==> src/rtl/ucaspian_pkg.sv <==
// Shared types and defaults for the ucaspian timestep scheduler.
package ucaspian_pkg;

   localparam int unsigned STEP_W_DEF     = 16;
   localparam int unsigned SETTLE_CYC_DEF = 4;

   typedef enum logic [2:0] {
      StIdle,
      StClear,
      StStep,
      StSettle,
      StWaitDone
   } sched_state_e;

endpackage

==> src/rtl/ucaspian_wdog_cnt.sv <==
// Step watchdog: counts cycles spent waiting for step completion and flags saturation.
module ucaspian_wdog_cnt (
   input  logic clk,
   input  logic reset,
   input  logic run,
   input  logic clr,
   output logic expired
);

   logic [15:0] cnt_q, cnt_d;

   always_comb begin
      cnt_d = cnt_q;
      if (clr) begin
         cnt_d = '0;
      end else if (run && (cnt_q != 16'hFFFF)) begin
         cnt_d = cnt_q + 16'd1;
      end
   end

   always_ff @(posedge clk) begin
      if (reset) begin
         cnt_q <= '0;
      end else begin
         cnt_q <= cnt_d;
      end
   end

   assign expired = (cnt_q == 16'hFFFF);

endmodule

==> src/rtl/ucaspian_step_sched.sv <==
// Timestep scheduler: run handshake, clear sequencing, step/settle/wait FSM.
// Optional step watchdog enabled by defining UCASPIAN_STEP_WDOG_EN.
module ucaspian_step_sched
   import ucaspian_pkg::*;
#(
   parameter int unsigned STEP_W     = STEP_W_DEF,
   parameter int unsigned SETTLE_CYC = SETTLE_CYC_DEF
) (
   input  logic              clk,
   input  logic              reset,
   input  logic              enable,
   input  logic [STEP_W-1:0] run_steps,
   input  logic              run_vld,
   output logic              run_rdy,
   input  logic              halt,
   input  logic              clr_act_req,
   input  logic              clr_cfg_req,
   output logic              clear_act,
   output logic              clear_config,
   input  logic              clear_done,
   output logic              next_step,
   input  logic              dend_step_done,
   input  logic              neur_step_done,
   output logic              run_done,
   output logic [31:0]       time_count,
   output logic              busy,
   output logic              wdog_err
);

   localparam int unsigned    SetW    = (SETTLE_CYC > 1) ? $clog2(SETTLE_CYC) : 1;
   localparam logic [SetW-1:0] SetLast = (SETTLE_CYC > 1) ? SetW'(SETTLE_CYC - 1) : '0;

   sched_state_e      state_q, state_d;
   logic [STEP_W-1:0] remaining_q, remaining_d;
   logic [31:0]       time_count_q, time_count_d;
   logic [SetW-1:0]   settle_cnt_q, settle_cnt_d;
   logic              cfg_sel_q, cfg_sel_d;
   logic              halt_seen_q, halt_seen_d;
   logic              run_done_q, run_done_d;
   logic              wdog_err_q, wdog_err_d;
   logic              wdog_expired;
   logic              in_run;

   assign in_run = (state_q == StStep) || (state_q == StSettle) || (state_q == StWaitDone);

   always_comb begin
      state_d      = state_q;
      remaining_d  = remaining_q;
      time_count_d = time_count_q;
      settle_cnt_d = settle_cnt_q;
      cfg_sel_d    = cfg_sel_q;
      halt_seen_d  = halt_seen_q;
      run_done_d   = 1'b0;
      wdog_err_d   = wdog_err_q;

      // The halt latch listens even while frozen so a halt pulse is never lost.
      if (in_run && halt) begin
         halt_seen_d = 1'b1;
      end

      if (enable) begin
         unique case (state_q)
            StIdle: begin
               if (clr_cfg_req) begin
                  state_d   = StClear;
                  cfg_sel_d = 1'b1;
               end else if (clr_act_req) begin
                  state_d   = StClear;
                  cfg_sel_d = 1'b0;
               end else if (run_vld) begin
                  remaining_d = run_steps;
                  halt_seen_d = 1'b0;
                  if (run_steps == '0) begin
                     run_done_d = 1'b1;
                  end else begin
                     state_d = StStep;
                  end
               end
            end
            StClear: begin
               if (clear_done) begin
                  state_d = StIdle;
               end
            end
            StStep: begin
               time_count_d = time_count_q + 32'd1;
               remaining_d  = remaining_q - STEP_W'(1);
               settle_cnt_d = '0;
               state_d      = (SETTLE_CYC == 0) ? StWaitDone : StSettle;
            end
            StSettle: begin
               if (settle_cnt_q == SetLast) begin
                  state_d = StWaitDone;
               end else begin
                  settle_cnt_d = settle_cnt_q + SetW'(1);
               end
            end
            StWaitDone: begin
               if (dend_step_done && neur_step_done) begin
                  if ((remaining_q == '0) || halt_seen_q || halt) begin
                     run_done_d = 1'b1;
                     state_d    = StIdle;
                  end else begin
                     state_d = StStep;
                  end
               end else if (wdog_expired) begin
                  wdog_err_d = 1'b1;
                  run_done_d = 1'b1;
                  state_d    = StIdle;
               end
            end
            default: state_d = StIdle;
         endcase
      end
   end

   always_ff @(posedge clk) begin
      if (reset) begin
         state_q      <= StIdle;
         remaining_q  <= '0;
         time_count_q <= '0;
         settle_cnt_q <= '0;
         cfg_sel_q    <= 1'b0;
         halt_seen_q  <= 1'b0;
         run_done_q   <= 1'b0;
         wdog_err_q   <= 1'b0;
      end else begin
         state_q      <= state_d;
         remaining_q  <= remaining_d;
         time_count_q <= time_count_d;
         settle_cnt_q <= settle_cnt_d;
         cfg_sel_q    <= cfg_sel_d;
         halt_seen_q  <= halt_seen_d;
         run_done_q   <= run_done_d;
         wdog_err_q   <= wdog_err_d;
      end
   end

`ifdef UCASPIAN_STEP_WDOG_EN
   ucaspian_wdog_cnt u_wdog_cnt (
      .clk     (clk),
      .reset   (reset),
      .run     (enable && (state_q == StWaitDone)),
      .clr     (state_q != StWaitDone),
      .expired (wdog_expired)
   );
   assign wdog_err = wdog_err_q;
`else
   assign wdog_expired = 1'b0;
   assign wdog_err     = wdog_err_q;
`endif

   // A pending clear outranks the run, so ready is withheld rather than faking an accept.
   assign run_rdy      = enable && (state_q == StIdle) && !clr_cfg_req && !clr_act_req;
   assign busy         = (state_q != StIdle);
   assign next_step    = enable && (state_q == StStep);
   assign clear_config = (state_q == StClear) && cfg_sel_q;
   assign clear_act    = (state_q == StClear) && !cfg_sel_q;
   assign run_done     = run_done_q;
   assign time_count   = time_count_q;

endmodule

==> config.mk <==
export PLATFORM = sky130hd
export DESIGN_NAME = ucaspian_step_sched
export DESIGN_NICKNAME = d
export VERILOG_FILES = /design/src/rtl/ucaspian_pkg.sv /design/src/rtl/ucaspian_wdog_cnt.sv /design/src/rtl/ucaspian_step_sched.sv
export SDC_FILE = /design/constraint.sdc
export NUM_CORES = 1
export LEC_CHECK = 0
export ABC_AREA = 1
export ABC_CLOCK_PERIOD_IN_PS = 2450
export CAP_MARGIN = 20
export CORE_MARGIN = 10
export CORE_UTILIZATION = 45
export CTS_CLUSTER_DIAMETER = 100
export DETAILED_ROUTE_END_ITERATION = 8
export PLACE_DENSITY_LB_ADDON = 0.08
export REMOVE_ABC_BUFFERS = 1
export SYNTH_ARGS = -nofsm -noshare
export SYNTH_HDL_FRONTEND = slang
export SYNTH_SLANG_ARGS = --single-unit
==> constraint.sdc <==
create_clock -name clk -period 2.45 [get_ports clk]
set_input_delay 0.49 -clock clk [delete_from_list [all_inputs] [get_ports clk]]
set_output_delay 0.49 -clock clk [all_outputs]
set_load 0.005 [all_outputs]
==> results of run 1 <==
==> cell families after synthesis <==
kind of cell / after synthesis
flops: 56
other cells: 1
simple gates: 372
compound gates: 85
xor+xnor: 6
fa+ha+maj: 3
buf+inv: 77
==> registers in the layout (all words and copies together) (netlist names) <==
register / count
remaining_q: 16
settle_cnt_q: 2
run_done: 1
halt_seen_q: 1
time_count: 32
state_q: 3
cfg_sel_q: 1
==> layout make-up <==
| type | count | area, µm² | share of cell area |
|---|---|---|---|
| Tap cell | 102 | 128 | 0.0286 |
| Sequential cell | 56 | 1120 | 0.251 |
| Multi-Input combinational cell | 467 | 2150 | 0.481 |
| Inverter | 60 | 225 | 0.0504 |
| Timing Repair Buffer | 70 | 683 | 0.153 |
| Clock inverter | 3 | 90.1 | 0.0202 |
| Clock buffer | 5 | 68.8 | 0.0154 |
==> metrics by stage <==
| step | hold slack [ns] | power [W] | cells |
|---|---|---|---|
| after floorplan | 0.438 | 0.00126 | 583 |
| final | 0.490 | 0.00223 | 763 |
| after detailed placement | 0.462 | 0.00141 | 753 |
| after global placement | 0.455 | 0.00140 | 753 |
| after CTS | 0.478 | 0.00224 | 761 |
| after global routing | 0.522 | 0.00235 | 763 |
==> timing repair <==
item	4_1_cts	5_1_grt
gates resized for setup	0	1
hold buffers	0	0
endpoints found under the setup margin	0	1
setup buffers	0	2
==> worst register-to-register path: stages, from the launching register on <==
cell and delay, ns:
dfxtp_1 0.42, nor2_2 0.27, nand2_4 0.11, buf_4 0.15, nand2_1 0.07, nand3_2 0.30, o21ai_0 0.30, a21oi_1 0.08
==> power breakdown <==
group	switching [W]	internal [W]	total (W)
Combinational	0.000256	0.000172	0.000428
Clock	0.000319	0.000511	0.000831
Sequential	0.0000323	0.000935	0.000967
Total	0.000608	0.00162	0.00223
==> final timing paths <==
| kind | endpoint | depth (start not counted) |
|---|---|---|
| setup / recovery | run_rdy | 5 |
| setup reg to reg | remaining_q[11] | 7 |
| hold / removal | settle_cnt_q[1] | 2 |
| hold reg to reg | settle_cnt_q[1] | 2 |
==> Yosys cell counts, drive strengths merged <==
cell / instances / area [µm²]
o22a: 1 / 8.76
nor3: 5 / 36.3
dfxtp: 56 / 1120
nor4: 1 / 6.26
xor2: 3 / 26.3
nand2: 189 / 719
inv: 60 / 225
o31ai: 1 / 7.51
o21ai: 28 / 140
buf: 11 / 82.6
a211oi: 1 / 12.5
nand3b: 10 / 75.1
xnor2: 3 / 26.3
clkbuf: 6 / 22.5
nand3: 39 / 200
a21oi: 49 / 245
conb: 1 / 3.75
nand4: 7 / 65.1
nor2: 117 / 478
and3: 2 / 12.5
o211ai: 4 / 30.0
ha: 3 / 37.5
o22ai: 1 / 6.26
or2: 2 / 12.5
==> metal layers <==
metal  part of all wire  up-vias  track usage
met2               0.43       95        0.262
met3              0.068        4       0.0410
met1               0.50     1725        0.235
li1                   -     2040            -
met4             0.0066        0       0.0335
met5                  0        -            0
==> results.cfg, run 1 <==
[run_status]
outcome = complete, no violations

[routing]
drcViolationCount = 0
avgViaCountPerCell = 5.06
first_iter_violations = 219
wirelength_um = 9950
vias = 3864
wl_per_cell_um = 13.0
postRouteAntennaNets = 0
drt_pass1_iterations = 5

[grt]
antenna_found_initial = 0
grt_pass1_vias = 3519
grt_max_degree = 34
track_usage = 0.170
gr-total-overflow = 0
grt_pass1_wl_um = 16800

[timing]
setup_viol_count_final = 0
hold_violations = 0
fmax_mhz = 423
final_max_slew_viol_count = 0
rsz0062_at_grt = no
fin_ws_ns = 0.0883
fin_skew_ns = 0.0125
period_needed_ns = 2.36
slew_headroom = 0.534
tns_ns = 0
worstMarginPinSlew_ns = 0.698
final.period_utilization = 0.964

[run]
maxCapViolCount = 0

[setup_path]
cp.required_ns = 1.96
reg2reg_slack_ns = 0.63
cp-startpoint = clr_cfg_req
cp-start-kind = input port
crit_chain = clkdlybuf4s50_1 > nor2_1 > nand2_1 > nor2_1 > clkdlybuf4s50_1
cp.arrival_ns = 1.87
worstSetupPathType = in -> out
r2r-start = state_q[2]
path_buf_inv = 2
cp_top_family = buffers and inverters
slowest_delay_ns = 0.53
cp-end-kind = primary output
cp_slowest_cell = clkdlybuf4s50_1
cp_max_fo = 3

[min_path]
hold_path.class = reg -> reg
hold_path.startpoint = settle_cnt_q[1]

[cells_and_area]
num_antenna_cells = 0
fillers = 795
syn2layout_area_growth_pct = 24.0
layout-drive-gt1-share = 0.0514
layout.nets = 689
final_cell_mix = nand2_1 (187), nor2_1 (111), clkdlybuf4s50_1 (63)
final_area_um2 = 4470
fin_util = 0.575
final_common_cell = nand2_1

[floorplanning]
fp.dieH_um = 109
io_pins = 65
core-area_um2 = 7770
start_util = 0.464
die_x_um = 109
num_rows = 32
die-area_um2 = 12000

[logic_synthesis]
synth-simple-area-share = 0.446
synth_compound_area_frac = 0.125
muxShareOfSynthArea = 0
synth_top_family_by_area = simple AND/OR/NAND/NOR gates
synth_seq_cells = 56
synth.distinct_cells = 38
synth-seq-area-share = 0.311
yosys.area_share.adder = 0.0104
syn_inst = 600
synth_xor_area_frac = 0.0146
synth-warning-count = 0
syn-cell-area_um2 = 3600
postSynthAreaPerCell_um2 = 6.00

[place]
dpl_worst_slack_ns = 0.0725
post_dp_cell_area_um2 = 4290
portBuffers = 63
dp_hpwl_um = 7620
gp_congestion = 0.902

[pwr]
leakagePower_nw = 1.76
ir_drop_v = 0.000315
power_density_nw_per_um2 = 498

[clocking]
root_buffer = clkbuf_8
cts_buffers = 5
clk_latency_ns = 0.32
cts_sinks = 56
cts_tree = done
clk_pin_slew_ns = 0.10
cts_htree_levels = 2
cts_buffer_depth = 2
No activity file was read; power rests on OpenSTA's default activity.
==> run 2, diff against run 1 <==
--- a/config.mk
+++ b/config.mk
@@ -9,11 +9,10 @@
 export ABC_CLOCK_PERIOD_IN_PS = 2450
 export CAP_MARGIN = 20
 export CORE_MARGIN = 10
-export CORE_UTILIZATION = 45
+export CORE_UTILIZATION = 25
 export CTS_CLUSTER_DIAMETER = 100
 export DETAILED_ROUTE_END_ITERATION = 8
 export PLACE_DENSITY_LB_ADDON = 0.08
-export REMOVE_ABC_BUFFERS = 1
 export SYNTH_ARGS = -nofsm -noshare
 export SYNTH_HDL_FRONTEND = slang
 export SYNTH_SLANG_ARGS = --single-unit
==> results.cfg, run 2 (synthesis results as in run 1) <==
[setup_path]
endpoint = run_rdy
cp.required_ns = 1.96
slowest_delay_ns = 0.53
reg2reg_slack_ns = 0.43
r2r-end = remaining_q[11]
cp.arrival_ns = 1.85
worstSetupPathType = in -> out
r2r_cells = 8
r2r-start = state_q[1]
cp_common_cell = clkdlybuf4s50_1
cp-start-kind = input port
cp-end-kind = primary output
cp_max_fo = 3
cp_slowest_cell = clkdlybuf4s50_1
crit_chain = clkdlybuf4s50_1 > nor2_4 > nand2_1 > nor2_1 > clkdlybuf4s50_1
cp-startpoint = clr_cfg_req

[grt]
met3_usage = 0.0281
grt_pass1_wl_um = 19500
gr-usage-met1 = 0.141
grt_pass1_vias = 3883
grt.busiest_layer = met2
antenna_found_initial = 0
gr-total-overflow = 0
grt_max_degree = 33
grt_util_met2 = 0.206
track_usage = 0.120

[timing]
setup_viol_count_final = 0
final.period_utilization = 0.956
rsz0062_at_grt = no
final_max_slew_viol_count = 0
tns_ns = 0
hold_violations = 0
fmax_mhz = 427
period_needed_ns = 2.34
fin_skew_ns = 0.00416

[routing]
wl_per_cell_um = 13.8
drt_pass1_iterations = 4
drcViolationCount = 0
vias = 3828
avgViaCountPerCell = 4.54
wirelength_um = 11600
first_iter_violations = 209
postRouteAntennaNets = 0

[pwr]
p_sw_frac = 0.305
p_clk_frac = 0.354
switching_power_w = 0.000667
power_density_nw_per_um2 = 478
internal_power_w = 0.00152
combPwrFrac = 0.204
leakagePower_nw = 1.76
power_frac_seq = 0.442
ir_drop_v = 0.000253

[cells_and_area]
largest_reg_flops = 32
final_cell_mix = nand2_1 (187), nor2_1 (110), clkdlybuf4s50_1 (63)
layout.nets = 691
final_common_cell = nand2_1
fillers = 1598
fin_util = 0.327
multi_input_area_um2 = 2160
num_antenna_cells = 0
seq_area_um2 = 1120
syn2layout_area_growth_pct = 27.0
layout-drive-gt1-share = 0.0513

[clocking]
cts_buffer_depth = 2
clk_pin_slew_ns = 0.07
root_buffer = clkbuf_16
hold_buffers = 0
cts_setup_buffers = 0
cts_htree_levels = 2
cts_sinks = 56
cts_tree = done
cts_buffers = 5
clk_latency_ns = 0.31
cts_resized = 0

[min_path]
hold_path.class = reg -> reg

[run_status]
outcome = complete, no violations

[floorplanning]
core-area_um2 = 14000
die-area_um2 = 19600
start_util = 0.257
io_pins = 65
die_x_um = 140
num_rows = 43
fp.dieH_um = 140

[place]
gp_congestion = 0.841
portBuffers = 63
dp_hpwl_um = 8850

[run]
maxCapViolCount = 0

[logic_synthesis]
synth_nets = 629
==> run 2: power groups by stage <==
stage / Sequential (W) / Clock [W] / Combinational (W)
2_1_floorplan: 0.000975 / 0 / 0.000309
3_3_place_gp: 0.000987 / 0 / 0.000444
3_5_place_dp: 0.000988 / 0 / 0.000446
4_1_cts: 0.000966 / 0.000807 / 0.000449
5_1_grt: 0.000971 / 0.000836 / 0.000509
6_report: 0.000967 / 0.000774 / 0.000445
==> run 2: final cells by class <==
type | count | share of cell area
clock buffer | 8 | 0.0320
inverter | 60 | 0.0492
multi-input combinational | 467 | 0.472
sequential | 56 | 0.245
tap | 180 | 0.0492
timing repair buffer | 72 | 0.153
==> run 2: worst min-delay path by stage <==
stage               depth (start not counted)  slack, ns            start               to
CTS                                         2       0.47  settle_cnt_q[1]  settle_cnt_q[1]
global placement                            2       0.45  settle_cnt_q[1]  settle_cnt_q[1]
finish                                      2       0.47  settle_cnt_q[1]  settle_cnt_q[1]
floorplan                                   2       0.44  settle_cnt_q[1]  settle_cnt_q[1]
global route                                2       0.51  settle_cnt_q[1]  settle_cnt_q[1]
detailed placement                          2       0.46  settle_cnt_q[1]  settle_cnt_q[1]
==> run 2: routing by layer <==
| metal | wire length, µm | vias to the layer above | part of all wire |
|---|---|---|---|
| met1 | 5380 | 1722 | 0.46 |
| met3 | 450 | 12 | 0.039 |
| met2 | 5610 | 63 | 0.48 |
| met4 | 186 | 0 | 0.016 |
| li1 | - | 2031 | - |
| met5 | 0 | - | 0 |
==> run 2: through the flow <==
stage	cell area, µm²	power [W]	std cells	hold WS (ns)	worst slack, ns
after floorplan	3600	0.00128	600	0.444	0.822
after global placement	4420	0.00143	835	0.453	0.0380
after detailed placement	4420	0.00143	835	0.462	0.0232
after CTS	4570	0.00222	843	0.472	0.0185
after global routing	4570	0.00232	843	0.509	0.0131
final	4570	0.00219	843	0.467	0.107
==> run 2: critical path, delay by kind of cell <==
family / cells / cell delay [ns]
and+or+nand+nor: 3 / 0.37
buffers and inverters: 2 / 0.99
==> run 3, diff against run 2 <==
--- a/config.mk
+++ b/config.mk
@@ -8,6 +8,8 @@
 export ABC_AREA = 1
 export ABC_CLOCK_PERIOD_IN_PS = 2450
 export CAP_MARGIN = 20
+export CELL_PAD_IN_SITES_DETAIL_PLACEMENT = 1
+export CELL_PAD_IN_SITES_GLOBAL_PLACEMENT = 2
 export CORE_MARGIN = 10
 export CORE_UTILIZATION = 25
 export CTS_CLUSTER_DIAMETER = 100
==> results.cfg, run 3 (synthesis results as in run 1) <==
[routing]
postRouteAntennaNets = 0
drcViolationCount = 0
drt_pass1_iterations = 4
vias = 3912
wirelength_um = 12900
wl_per_cell_um = 15.3
avgViaCountPerCell = 4.64
first_iter_violations = 121

[clocking]
cts_buffer_depth = 2
cts_buffers = 5
clk_pin_slew_ns = 0.08
cts_setup_buffers = 0
clk_latency_ns = 0.31
cts_tree = done
root_buffer = clkbuf_16
cts_htree_levels = 2
cts_sinks = 56

[grt]
grt_pass1_vias = 4079
antenna_found_initial = 0
grt_max_degree = 31
gr-total-overflow = 0
grt_pass1_wl_um = 21100
track_usage = 0.130

[cells_and_area]
largest_reg_flops = 32
final_cell_mix = nand2_1 (187), nor2_1 (111), clkdlybuf4s50_1 (63)
final_common_cell = nand2_1
layoutNonFillerInstCount = 843
layout.nets = 691
num_antenna_cells = 0
layout-drive-gt1-share = 0.0543
syn2layout_area_growth_pct = 28.3

[pwr]
switching_power_w = 0.000692
power_frac_seq = 0.413
internal_power_w = 0.00165
leakagePower_nw = 1.78
p_sw_frac = 0.295
ir_drop_v = 0.000249
power_density_nw_per_um2 = 507
combPwrFrac = 0.195
total_power_w = 0.00234
p_clk_frac = 0.392

[floorplanning]
num_rows = 43
io_pins = 65
die_x_um = 140
fp.dieH_um = 140
start_util = 0.257
die-area_um2 = 19600
core-area_um2 = 14000

[timing]
rsz0062_at_grt = no
final_max_slew_viol_count = 0
period_needed_ns = 2.32
whs_ns = 0.469
fin_skew_ns = 0.00589
final.period_utilization = 0.946
fmax_mhz = 431
tns_ns = 0
hold_violations = 0
setup_viol_count_final = 0

[setup_path]
crit_chain = clkdlybuf4s50_1 > nor2_1 > nand2_1 > nor2_1 > clkdlybuf4s50_1
cp_max_fo = 2
worstSetupPathType = in -> out
slowest_delay_ns = 0.53
path_buf_inv = 2
cp_top_family = buffers and inverters
cp-start-kind = input port
cp.required_ns = 1.96
cp-end-kind = primary output
cp-startpoint = clr_cfg_req
cp.arrival_ns = 1.83
r2r-start = state_q[2]
cp_slowest_cell = clkdlybuf4s50_1

[place]
gp_congestion = 0.806
portBuffers = 63
dp_cells = 835
dp_hpwl_um = 10200

[run_status]
outcome = complete, no violations

[min_path]
hold_path.class = reg -> reg
hold_path.startpoint = settle_cnt_q[1]

[run]
maxCapViolCount = 0

[logic_synthesis]
synth_nets = 629
-- run 3: worst paths after layout --
kind                           to  slack, ns  cells past startpoint
hold reg to reg   settle_cnt_q[1]       0.47                      2
hold / removal    settle_cnt_q[1]       0.47                      2
setup / recovery          run_rdy       0.13                      5
setup reg to reg   time_count[25]       0.50                      9
-- run 3: power groups by stage --
stage / clock network (W) / registers (W) / logic, W
after floorplan: 0 / 0.000975 / 0.000309
after global placement: 0 / 0.000988 / 0.000459
after detailed placement: 0 / 0.000989 / 0.000464
after CTS: 0.000965 / 0.000968 / 0.000467
after global routing: 0.000987 / 0.000973 / 0.000522
final: 0.000919 / 0.000968 / 0.000457
-- run 3: timing repair --
action | CTS | global route
hold buffers | 0 | 0
endpoints found under the setup margin | 1 | 1
resized for setup | 1 | 1
pin swaps | 1 | 0
-- run 3: through the flow --
stage | utilization | cell area [µm²] | worst slack (ns)
floorplan | - | 3600 | 0.822
global placement | 0.317 | 4430 | 0.164
detailed placement | 0.317 | 4430 | 0.107
CTS | 0.330 | 4620 | 0.0443
global route | 0.330 | 4620 | 0.00996
finish | 0.330 | 4620 | 0.132
-- run 3: per-layer routing --
| metal | up-vias | track usage | share of wire |
|---|---|---|---|
| met5 | - | 0 | 0 |
| met4 | 0 | 0.0293 | 0.012 |
| met3 | 7 | 0.0345 | 0.038 |
| met2 | 46 | 0.229 | 0.49 |
| met1 | 1828 | 0.153 | 0.46 |
| li1 | 2031 | - | - |
-- run 3: layout make-up --
type / count / area [µm²]
well taps: 180 / 225
repair buffers: 72 / 711
inverters: 60 / 225
fillers: 1853 / 9370
flip-flops and latches: 56 / 1120
clock buffers: 7 / 153
clock inverters: 1 / 30.0
multi-input cells: 467 / 2150
-- run 3: tightest hold or removal path, delay by kind of cell, from the launching register on --
kind / cells / cell delay (ns)
and+or+nand+nor: 1 / 0.06
AOI/OAI and AO/OA: 1 / 0.05
DFF: 1 / 0.32
